## config.mk

```make
export PLATFORM = sky130hd
export DESIGN_NAME = sum_accumulator_flat
export DESIGN_NICKNAME = d
export VERILOG_FILES = /design/src/rtl/sum_acc_pkg.sv /design/src/rtl/sum_accumulator_if.sv /design/src/rtl/sum_acc_add.sv /design/src/rtl/sum_accumulator.sv /design/src/flat_wrapper.sv
export SDC_FILE = /design/constraint.sdc
export NUM_CORES = 1
export LEC_CHECK = 0
export BUFFER_PORTS_ARGS = -buffer_cell sky130_fd_sc_hd__buf_4
export CAP_MARGIN = 20
export CORE_MARGIN = 10
export CORE_UTILIZATION = 40
export CTS_CLUSTER_SIZE = 30
export DETAILED_ROUTE_END_ITERATION = 6
export GPL_TIMING_DRIVEN = 0
export HOLD_SLACK_MARGIN = 0.1
export MAX_ROUTING_LAYER = met4
export PLACE_DENSITY = 0.71
export SLEW_MARGIN = 15
export SYNTH_ARGS = -nofsm -noshare
export SYNTH_HDL_FRONTEND = slang
export SYNTH_SLANG_ARGS = --single-unit
```

## constraint.sdc

```tcl
create_clock -name clk -period 3 [get_ports clk]
set_input_delay 0.6 -clock clk [delete_from_list [all_inputs] [get_ports clk]]
set_output_delay 0.6 -clock clk [all_outputs]
set_load 0.01 [all_outputs]
```

## src/rtl/sum_acc_pkg.sv

```systemverilog
// Shared types and default widths for the windowed sum accumulator.
package sum_acc_pkg;

    localparam int DEF_DATA_WIDTH = 8;
    localparam int DEF_ACC_WIDTH  = 16;
    localparam int DEF_CNT_WIDTH  = 4;

    typedef enum logic [1:0] {
        IDLE  = 2'd0,
        ACCUM = 2'd1,
        HOLD  = 2'd2
    } state_t;

endpackage

```

## src/rtl/sum_accumulator_if.sv

```systemverilog
// Sample-in / result-out handshake bundle for sum_accumulator.
interface sum_accumulator_if
    import sum_acc_pkg::*;
#(
    parameter int DATA_WIDTH = DEF_DATA_WIDTH,
    parameter int ACC_WIDTH  = DEF_ACC_WIDTH,
    parameter int CNT_WIDTH  = DEF_CNT_WIDTH
);

    logic                  in_valid;
    logic [DATA_WIDTH:0]   in_sum;
    logic                  in_ready;
    logic [CNT_WIDTH-1:0]  win_len;
    logic                  out_valid;
    logic                  out_ready;
    logic [ACC_WIDTH-1:0]  out_acc;
    logic                  out_ovf;

    // The master feeds samples and consumes results; the slave is the accumulator.
    modport master (
        output in_valid, in_sum, win_len, out_ready,
        input  in_ready, out_valid, out_acc, out_ovf
    );

    modport slave (
        input  in_valid, in_sum, win_len, out_ready,
        output in_ready, out_valid, out_acc, out_ovf
    );

endinterface

```

## src/rtl/sum_acc_add.sv

```systemverilog
// Combinational accumulator adder with carry-out.
// Define SUM_ACC_SAT_EN to clamp an overflowing result to all-ones instead of wrapping.
module sum_acc_add
    import sum_acc_pkg::*;
#(
    parameter int DATA_WIDTH = DEF_DATA_WIDTH,
    parameter int ACC_WIDTH  = DEF_ACC_WIDTH
) (
    input  logic [ACC_WIDTH-1:0] acc,
    input  logic [DATA_WIDTH:0]  operand,
    output logic [ACC_WIDTH-1:0] sum,
    output logic                 carry
);

    localparam int FULL_WIDTH = ACC_WIDTH + 1;

    logic [ACC_WIDTH:0] full;

    // Once clamped, any further non-zero add carries again, so the value stays pinned.
    always_comb begin
        full  = {1'b0, acc} + FULL_WIDTH'(operand);
        carry = full[ACC_WIDTH];
`ifdef SUM_ACC_SAT_EN
        sum   = carry ? '1 : full[ACC_WIDTH-1:0];
`else
        sum   = full[ACC_WIDTH-1:0];
`endif
    end

endmodule

```

## src/rtl/sum_accumulator.sv

```systemverilog
// Sums windows of win_len+1 samples and presents each total with a sticky overflow flag.
// Saturating accumulation is selected by the SUM_ACC_SAT_EN macro (see sum_acc_add).
module sum_accumulator
    import sum_acc_pkg::*;
#(
    parameter int DATA_WIDTH = DEF_DATA_WIDTH,
    parameter int ACC_WIDTH  = DEF_ACC_WIDTH,
    parameter int CNT_WIDTH  = DEF_CNT_WIDTH
) (
    input  logic             clk,
    input  logic             rst,
    sum_accumulator_if.slave bus
);

    state_t                 state_q, state_d;
    logic [ACC_WIDTH-1:0]   acc_q, acc_d;
    logic [CNT_WIDTH-1:0]   cnt_q, cnt_d;
    logic [CNT_WIDTH-1:0]   len_q, len_d;
    logic                   ovf_q, ovf_d;
    logic [CNT_WIDTH-1:0]   cnt_inc;
    logic [ACC_WIDTH-1:0]   add_sum;
    logic                   add_carry;
    logic                   accept;
    logic                   start_win;

    sum_acc_add #(
        .DATA_WIDTH (DATA_WIDTH),
        .ACC_WIDTH  (ACC_WIDTH)
    ) u_add (
        .acc     (acc_q),
        .operand (bus.in_sum),
        .sum     (add_sum),
        .carry   (add_carry)
    );

    assign bus.in_ready  = (state_q != HOLD) || bus.out_ready;
    assign bus.out_valid = (state_q == HOLD);
    assign bus.out_acc   = acc_q;
    assign bus.out_ovf   = ovf_q;

    assign accept    = bus.in_valid && bus.in_ready;
    // A HOLD accept implies out_ready, so the result drains and the next window starts bubble-free.
    assign start_win = accept && (state_q != ACCUM);
    assign cnt_inc   = cnt_q + CNT_WIDTH'(1);

    always_comb begin
        state_d = state_q;
        acc_d   = acc_q;
        cnt_d   = cnt_q;
        len_d   = len_q;
        ovf_d   = ovf_q;

        case (state_q)
            ACCUM: begin
                if (accept) begin
                    acc_d = add_sum;
                    ovf_d = ovf_q | add_carry;
                    cnt_d = cnt_inc;
                    if (cnt_inc == len_q) begin
                        state_d = HOLD;
                    end
                end
            end
            HOLD: begin
                if (bus.out_ready) begin
                    state_d = IDLE;
                end
            end
            default: begin
                state_d = IDLE;
            end
        endcase

        if (start_win) begin
            acc_d   = ACC_WIDTH'(bus.in_sum);
            cnt_d   = '0;
            len_d   = bus.win_len;
            ovf_d   = 1'b0;
            state_d = (bus.win_len == '0) ? HOLD : ACCUM;
        end
    end

    always_ff @(posedge clk or posedge rst) begin
        if (rst) begin
            state_q <= IDLE;
            acc_q   <= '0;
            cnt_q   <= '0;
            len_q   <= '0;
            ovf_q   <= 1'b0;
        end else begin
            state_q <= state_d;
            acc_q   <= acc_d;
            cnt_q   <= cnt_d;
            len_q   <= len_d;
            ovf_q   <= ovf_d;
        end
    end

endmodule

```

## src/flat_wrapper.sv

```systemverilog
// flat-port wrapper written by rule: the top's interface ports become plain ports
module sum_accumulator_flat import sum_acc_pkg::*;
#(
    parameter int DATA_WIDTH = DEF_DATA_WIDTH,
    parameter int ACC_WIDTH  = DEF_ACC_WIDTH,
    parameter int CNT_WIDTH  = DEF_CNT_WIDTH
)
  (clk, rst, bus_in_valid, bus_in_sum, bus_win_len, bus_out_ready, bus_in_ready, bus_out_valid, bus_out_acc, bus_out_ovf);
  sum_accumulator_if #(.DATA_WIDTH(DATA_WIDTH), .ACC_WIDTH(ACC_WIDTH), .CNT_WIDTH(CNT_WIDTH)) bus_i ();
  input  logic clk;
  input  logic rst;
  input wire logic [$bits(bus_i.in_valid)-1:0] bus_in_valid;
  input wire logic [$bits(bus_i.in_sum)-1:0] bus_in_sum;
  input wire logic [$bits(bus_i.win_len)-1:0] bus_win_len;
  input wire logic [$bits(bus_i.out_ready)-1:0] bus_out_ready;
  output wire logic [$bits(bus_i.in_ready)-1:0] bus_in_ready;
  output wire logic [$bits(bus_i.out_valid)-1:0] bus_out_valid;
  output wire logic [$bits(bus_i.out_acc)-1:0] bus_out_acc;
  output wire logic [$bits(bus_i.out_ovf)-1:0] bus_out_ovf;
  assign bus_i.in_valid = bus_in_valid;
  assign bus_i.in_sum = bus_in_sum;
  assign bus_i.win_len = bus_win_len;
  assign bus_i.out_ready = bus_out_ready;
  assign bus_in_ready = bus_i.in_ready;
  assign bus_out_valid = bus_i.out_valid;
  assign bus_out_acc = bus_i.out_acc;
  assign bus_out_ovf = bus_i.out_ovf;
  sum_accumulator #(.DATA_WIDTH(DATA_WIDTH), .ACC_WIDTH(ACC_WIDTH), .CNT_WIDTH(CNT_WIDTH)) u_core (.clk(clk), .rst(rst), .bus(bus_i));
endmodule
```

---- After elaboration in Yosys (flattened, before gate mapping) ----
Cells that the tools add are included.
cells by class
  reductions and logical operators ........ 8
  bitwise operators ....................... 1
  muxes and demuxes ....................... 15
  add/subtract/negate cells ............... 2
  eq/ne operators ......................... 8
operators by type and width
  cell                 count
  $mux 16              3
  $add 16x9->17        1
  $mux 4               3
  $mux 2               5
  $ne 3x1->1 const B   2
  $add 4x1->4 const B  1
  $eq 4x4->1           1
  $logic_not 4->1      1
  $pmux 2 s2           1
  $reduce_bool 2->1    2
  $mux 1               3
  $ne 3x2->1 const B   1
  $reduce_and 3->1     1
  $eq 2x1->1 const B   1
  $eq 2x2->1 const B   1
  $logic_and 1x1->1    2
  $ne 2x1->1 const B   1
  $ne 2x2->1 const B   1
  $reduce_and 2->1     1
  $logic_or 1x1->1     1
  $or 1x1->1           1
storage, ports and cells
  bits in registers ....................... 27
  word-level logic and storage cells ...... 39

---- Longest topological paths before layout ----
Gate-level depths: netlist of run 1.
  depth after elaboration ................. 6
  mapped depth ............................ 7
  gate-level depth less buffers ........... 7

---- By module ----
Synthesis of run 1 repeated with hierarchy kept, for this count alone.
unflattened totals
  cell total of the unflattened synthesis .. 180
  area, all modules ....................... 1819.2 um^2
by module, submodules not included
  module           times used  sequential area each (um^2)  cells an instance  area an instance (um^2)
  sum_accumulator  1           675.6                        108                1226.2
  sum_acc_add      1           0.0                          72                 593.1

---- Worst setup path after synthesis of run 1 ----
No wires, ideal clock.
  path type ............................... input to register
  start ................................... input bus_in_sum[0]
  end ..................................... register u_core.ovf_q, in the netlist u_core.bus.out_ovf
  library setup time ...................... 0.119 ns
  data arrival time ....................... 2.140 ns
  cell stages on the path ................. 7
  setup slack ............................. 0.741 ns
  required time ........................... 2.881 ns
  path through ............................ ha_1 > fa_1 > nand3_1 > a211oi_2 > a2111oi_4 > nor3b_1 > o21a_1
between the ends
  longest elaborated chain between the ends .. 5
ends and longest elaborated chain
  element               RTL line               text
  from (decl)           flat_wrapper.sv:13     input wire logic [$bits(bus_i.in_sum)-1:0] bus_in_sum;
  $add 16x9->17         sum_acc_add.sv:21      full = {1'b0, acc} + FULL_WIDTH'(operand);
  $or 1x1->1            sum_accumulator.sv:57  ovf_d = ovf_q | add_carry;
  $mux 1                sum_accumulator.sv:55  if (accept) begin
  $mux 1                sum_accumulator.sv:53  case (state_q)
  $mux 1                sum_accumulator.sv:74  if (start_win) begin
  to (signal assigned)  sum_accumulator.sv:95  ovf_q <= ovf_d;
  to (decl)             sum_accumulator.sv:19  logic ovf_q, ovf_d;
No other way between the ends. The select of a mux whose other input is x is not followed.
A chain may end at the register's enable or synchronous reset.

---- Worst setup path in the final report of run 1 ----
  start ................................... register u_core.acc_q[0], in the netlist u_core.bus.out_acc[0]
  end ..................................... register u_core.ovf_q, in the netlist u_core.bus.out_ovf
between the ends
  longest elaborated chain between the ends .. 5
ends and longest elaborated chain
  element                 RTL line               text
  from (decl)             sum_accumulator.sv:16  logic [ACC_WIDTH-1:0] acc_q, acc_d;
  from (signal assigned)  sum_accumulator.sv:86  acc_q <= '0;
  from (signal assigned)  sum_accumulator.sv:92  acc_q <= acc_d;
  $add 16x9->17           sum_acc_add.sv:21
  $or 1x1->1              sum_accumulator.sv:57
  $mux 1                  sum_accumulator.sv:55
  $mux 1                  sum_accumulator.sv:53
  $mux 1                  sum_accumulator.sv:74
No other way between the ends. The select of a mux whose other input is x is not followed.

==> impl_results.md, run 1 <==
* Number of enable flip-flop cells after synthesis at 0
* Leak Pwr at between 0.9 and 1 nW
* Clock Tree Buf Depth at 2
* Final ANT Viol Nets at 0
* Skew-Pair Late Insertion Delay at 0.28 ns
* Slew margin rel. at 62.2%
* Finished Layout Cells at 278
* Post-synthesis cell type count at 44
* Placed cell count at 273
* Max-Cap Viols at 0
* RSZ-0062 raised after global routing: no
* DP Wirelength at 3210 um
* Initial antenna violation count at 0
* Synthesized cell area at 0.00174 mm2
* Post-route setup TNS at 0 ns
* Hold crit path type: primary input to async pin
* H-tree lvl count at 1
* Final setup vio count at 0
* Cts bufs inserted at 3
* Period minus WS final at 2.33 ns
* Fin. Hold Viols at 0
* Congestion Overflow GR at 0
* WS Path Type: register to register
* Clock Pin Slew Worst Setup and Hold Paths at ~0.10 ns
* Via/cell ratio at 5.42
* Die area at 0.00738 mm2
* Most common cell after layout, fill and taps aside: buf_4
* Seq cells post-synth at 27
* Io pins at 36
* Critical Path RT at 3.17 ns
* Max VDD drop at between 0.4 and 0.5 mV
* Buffers on Ports at 35
* Critical path data arrival time at 2.50 ns
* Post_cts resized at 0
* Row count at 23
* Layout cell share with drive strength beyond 1 at around 25%
* Detailed Route WL at 4170 um
* Drt first pass iters at 5
* First-pass GRT wire length at 7210 um
* TritonCTS clock tree: yes
* Routed len/inst at 15.0 um
* Effective utilization at floorplan at 42.2%
* Crit path launch type: register
* Sequential share of the synthesized area at about two fifths
* Status: complete, no violations
* Routability cong. at 0.856
* Pin count of the biggest net entering global routing at 28
* CP Max Fanout at 6
* Vias in the first global route at 1519
* Synth Area per Inst at 9.24 um2
* Tot GR Track Use at a little under an eighth
* Syn nets at 216
* Die W at 85.9 um
* P per Cell Area at 963 mW/mm2
* Iter 0 DRT Violations at 102
* Actual slew at the worst max-slew pin at 0.567 ns
* DR DRC count at 0
* FFs w/ async S/R, synth at 100%
* Fmax at 0.430 GHz
* Slew Limit Fails at 0
* Die Span Y at between 80 and 90 um
* NumNets Final at 257
* Synth warn at 0
* Synth-to-Final Area Change at 22.9%
* CTS sink cnt at 27
* Via Count at 1506
* Top_reg_cell synth: dfrtp_1
* Worst setup EP type: register
* Setup Fix Bufs, Post-CTS at 0
* Skew final at 0.0119 ns
* Most frequent cells in the layout: 35 x buf_4, 27 x dfrtp_1, 23 x nand2_1
* Clock root cell: clkbuf_8
* Ant. Diodes at 0
* Core Box Area at ~0.0041 mm2
* Fin crit share at between 70 and 80%
* Cts hold-fix bufs at 0
* Syn Inst Count at about 190
cell type report:
class,instances,area [um2]
fill,398,1980
sequential,27,676
timing repair buffer,36,290
inverter,5,18.8
tap,50,62.6
buffer,5,22.5
multi-input combinational,151,1020
clock buffer,4,45.0
path summary, 6_finish.rpt:
kind / startpoint / end / slack [ns] / depth (start not counted)
setup / recovery: u_core.bus.out_acc[0] / u_core.bus.out_ovf / 0.67 / 7
min in group clk: u_core.bus.out_ovf / u_core.bus.out_ovf / 0.50 / 1
hold reg to reg: u_core.bus.out_ovf / u_core.bus.out_ovf / 0.50 / 1
max in group asynchronous: rst / u_core.bus.out_acc[13] / 2.36 / 3
setup reg to reg: u_core.bus.out_acc[0] / u_core.bus.out_ovf / 0.67 / 7
hold / removal: rst / u_core.bus.out_acc[0] / 0.24 / 2
worst max-delay path, stage by stage, from the launching register on:
cell,delay [ns]
dfrtp_1,0.41
ha_1,0.26
fa_1,0.44
nand3_1,0.18
a211oi_2,0.11
a2111oi_4,0.52
nor3b_1,0.11
o21a_1,0.18
flip-flops by register name, indices dropped and copies added (netlist names):
name,count
u_core.bus.out_acc,16
u_core.state_q,2
u_core.bus.out_ovf,1
u_core.cnt_q,4
u_core.len_q,4
power by group:
| part | leakage [nW] | internal, W | total [W] | switching [W] |
|---|---|---|---|---|
| clock network | 0.0228 | 0.0000954 | 0.000217 | 0.000121 |
| logic | 0.590 | 0.000552 | 0.00118 | 0.000629 |
| registers | 0.329 | 0.000515 | 0.000660 | 0.000145 |
| total | 0.942 | 0.00116 | 0.00206 | 0.000895 |
metal layers:
layer / vias to the layer above / track usage [%] / part of all wire [%]
met2: 30 / 19.3 / 47
met3: 2 / 3.22 / 4.2
met1: 708 / 14.8 / 49
li1: 766 / - / -
met4: 0 / 1.80 / 0.36
met5: - / - / 0
metrics by stage:
stage	hold slack (ns)	instance area, um2	util [%]	worst slack, ns	total power (W)
6_report	0.240	2140	51.9	0.673	0.00206
5_1_grt	0.244	2140	51.9	0.563	0.00225
4_1_cts	0.512	2110	51.2	0.671	0.00207
3_5_place_dp	0.487	2060	50.1	0.390	0.00185
3_3_place_gp	0.484	2060	50.1	0.442	0.00182
2_1_floorplan	0.469	1740	-	0.741	0.00150
synthesized netlist by cell type (3+ instances only):
cell	instances	share of area, %
nand2_1	23	5.0
buf_2	3	0.86
xor2_1	4	2.0
mux2_2	4	2.6
dfrtp_1	27	39
and3_1	3	1.1
inv_1	5	1.1
or3_1	5	1.8
ha_1	10	7.2
a211oi_2	3	2.2
o21ai_1	5	1.4
a31oi_1	4	1.4
xnor2_1	4	2.0
a21oi_1	14	4.0
nand3_1	8	2.3
o211ai_1	3	1.3
nor2_1	14	3.0
o21ai_0	15	4.3
cell families (layout without fill, tap and decap cells):
group / after synthesis / after routing / share of synthesized area [%]
simple gates: 67 / 67 / 18.8
buf+inv: 10 / 50 / 2.38
fa+ha+maj: 11 / 11 / 8.35
flops: 27 / 27 / 38.9
compound gates: 59 / 59 / 23.8
mux: 6 / 6 / 3.74
xor+xnor: 8 / 8 / 4.03
Power figures use the tool's default switching activity.
==> inputs of run 2 (changes only) <==
==> constraint.sdc (replaced) <==
create_clock -name clk -period 2.4 [get_ports clk]
set_input_delay 0.48 -clock clk [delete_from_list [all_inputs] [get_ports clk]]
set_output_delay 0.48 -clock clk [all_outputs]
set_load 0.01 [all_outputs]
==> run 2 against run 1 <==
Effect of this change:
- first-iteration DRC count up 6.9%
- cell count stayed put
- sequential share of layout area unchanged
- sequential cell count did not move
- critical endpoint unchanged
- worst setup slack lost 0.48 ns
- routed wire length is essentially flat
- combinational power rose by 25%
- critical path depth is the same
==> impl_results.md, run 2 (same netlist as run 1, synthesis figures left out) <==
* Status: complete, no violations
* Max VDD drop at 0.587 mV (+25%)
* CP Max Fanout at 6 (unchanged)
* CP Cell Sequence: ha_1 > fa_1 > nand3_1 > a211oi_2 > a2111oi_4 > nor3b_1 > o21a_1
* RSZ-0062 raised after global routing: no
* CTS sink cnt at 27 (unchanged)
* Slew margin rel. at 62.2% (about the same)
* Clock Tree Buf Depth at 2 (unchanged)
* Actual slew at the worst max-slew pin at 0.567 ns (-0.000138 ns)
* DP Wirelength at 3210 um (unchanged)
* Post_cts resized at 0 (unchanged)
* Cts bufs inserted at 3 (unchanged)
* Crit path launch type: register
* CP max stage cell: fa_1
* Synth-to-Final Area Change at 22.9% (unchanged)
* Fin crit share at 91.8% (+14 points)
* Leak Pwr at 0.941 nW (about the same)
* Setup Fix Bufs, Post-CTS at 0 (unchanged)
* Clock root cell: clkbuf_8
* Max incr delay on CP at 0.44 ns (-0.08 ns)
* Pint at 0.00145 W (+25%)
* Iter 0 DRT Violations at 109 (+6.9%)
* CP Buf/Inv Count at 0 (unchanged)
* Tot GR Track Use at 11.9% (unchanged)
* Pin count of the biggest net entering global routing at 28 (unchanged)
* Detailed Route WL at 4180 um (about the same)
* Switching part of the total at 43.5% (about the same)
* Critical path data arrival time at 2.37 ns (-0.13 ns)
* WS Path Type: register to register
* Worst r2r src: u_core.bus.out_acc[0]
* Slew Limit Fails at 0 (unchanged)
* Fmax at 0.454 GHz (+5.6%)
* Via/cell ratio at 5.43 (+0.20%)
* NumNets Final at 257 (unchanged)
* Routability cong. at 0.856 (unchanged)
* Flop2flop setup slack at 0.20 ns (-0.48 ns)
* H-tree lvl count at 1 (unchanged)
* TritonCTS clock tree: yes
* Vias in the first global route at 1519 (unchanged)
* Most frequent cells in the layout: 35 x buf_4, 27 x dfrtp_1, 23 x nand2_1
* Die Span Y at 85.9 um (unchanged)
* Clock power frac at 10.5% (about the same)
* R2R depth at 7 (unchanged)
* Skew-Pair Late Insertion Delay at 0.28 ns (about the same)
* P per Cell Area at 1200 mW/mm2 (+25%)
* Clock Pin Slew Worst Setup and Hold Paths at 0.10 ns (about the same)
* Worst flop-to-flop path endpoint: u_core.bus.out_ovf
* Buffers on Ports at 35 (unchanged)
* Cts hold-fix bufs at 0 (unchanged)
* NetSw at 0.00112 W (+25%)
* Die W at 85.9 um (unchanged)
* Comb pwr share at 57.4% (about the same)
* CP Depth at 7 (unchanged)
* Critical Path Sink: u_core.bus.out_ovf
* DR DRC count at 0 (unchanged)
* Max-Cap Viols at 0 (unchanged)
* Placed cell count at 273 (unchanged)
* Skew final at 0.0108 ns (-0.00115 ns)
* Most common cell after layout, fill and taps aside: buf_4
* Period minus WS final at 2.20 ns (-0.124 ns)
* Layout cell share with drive strength beyond 1 at 25.0% (unchanged)
* Row count at 23 (unchanged)
* Initial antenna violation count at 0 (unchanged)
* Final Power at 0.00257 W (+25%)
* Launch point of the worst path: u_core.bus.out_acc[0]
* Final Util at 51.9% (unchanged)
* Worst setup EP type: register
* Delay-heaviest family, CP: adder cells
* Critical Path RT at 2.57 ns (-0.60 ns)
* First-pass GRT wire length at 7210 um (unchanged)
* Die area at 0.00738 mm2 (unchanged)
* Sequential share of power at 32.1% (about the same)
* Drt first pass iters at 5 (unchanged)
* Largest register FFs at 16 (unchanged)
* Final setup vio count at 0 (unchanged)
* Core Box Area at 0.00412 mm2 (unchanged)
* Ant. Diodes at 0 (unchanged)
* Io pins at 36 (unchanged)
* Finished Layout Cells at 278 (unchanged)
* Routed len/inst at 15.0 um (about the same)
* Effective utilization at floorplan at 42.2% (unchanged)
* Via Count at 1509 (+0.20%)
* Fin. Hold Viols at 0 (unchanged)
* Final ANT Viol Nets at 0 (unchanged)
* Congestion Overflow GR at 0 (unchanged)
* Hold crit path type: primary input to async pin
==> run 2: cell counts in the layout (fill, tap and decap cells not counted) <==
Identical to the previous run, type by type.
==> run 2: worst reg2reg max path, stage by stage (launching register included) <==
cell	delay [ns]
dfrtp_1	0.41
ha_1	0.26
fa_1	0.44
nand3_1	0.18
a211oi_2	0.12
a2111oi_4	0.40
nor3b_1	0.11
o21a_1	0.18
==> run 2: layer usage <==
metal	GRT usage, %	wire length (um)
met1	14.8	2020
met2	19.3	1960
met3	3.22	174
met4	1.80	15
met5	-	0
==> run 2: final cells by class <==
cell class / count / area, um2
buffer: 5 / 22.5
clock buffer: 4 / 45.0
fill: 398 / 1980
inverter: 5 / 18.8
multi-input combinational: 151 / 1020
sequential: 27 / 676
tap: 50 / 62.6
timing repair buffer: 36 / 290
==> run 2: power by group through the flow <==
stage | sequential (W) | combinational [W] | clock (W)
after floorplan | 0.000847 | 0.00102 | 0
after global placement | 0.000826 | 0.00145 | 0
after detailed placement | 0.000832 | 0.00148 | 0
after CTS | 0.000824 | 0.00149 | 0.000281
after global routing | 0.000854 | 0.00166 | 0.000300
final | 0.000825 | 0.00148 | 0.000270
==> run 2: metrics by stage <==
step           area, um2  hold WS (ns)  worst slack (ns)  TNS [ns]
6_report            2140         0.121             0.197         0
5_1_grt             2140         0.124            0.0656         0
4_1_cts             2110         0.436            0.0711         0
3_5_place_dp        2060         0.487           -0.0895    -0.212
3_3_place_gp        2060         0.484           -0.0383   -0.0449
2_1_floorplan       1740         0.469             0.261         0
==> run 2: how the worst min path moves through the flow <==
stage / end / start / slack [ns] / cells past startpoint
floorplan: u_core.cnt_q[3] / u_core.cnt_q[3] / 0.47 / 2
CTS: u_core.len_q[2] / bus_win_len[2] / 0.44 / 2
finish: u_core.bus.out_acc[0] / rst / 0.12 / 2
detailed placement: u_core.bus.out_ovf / u_core.bus.out_ovf / 0.49 / 1
global route: u_core.bus.out_acc[0] / rst / 0.12 / 2
global placement: u_core.cnt_q[3] / u_core.cnt_q[3] / 0.48 / 2
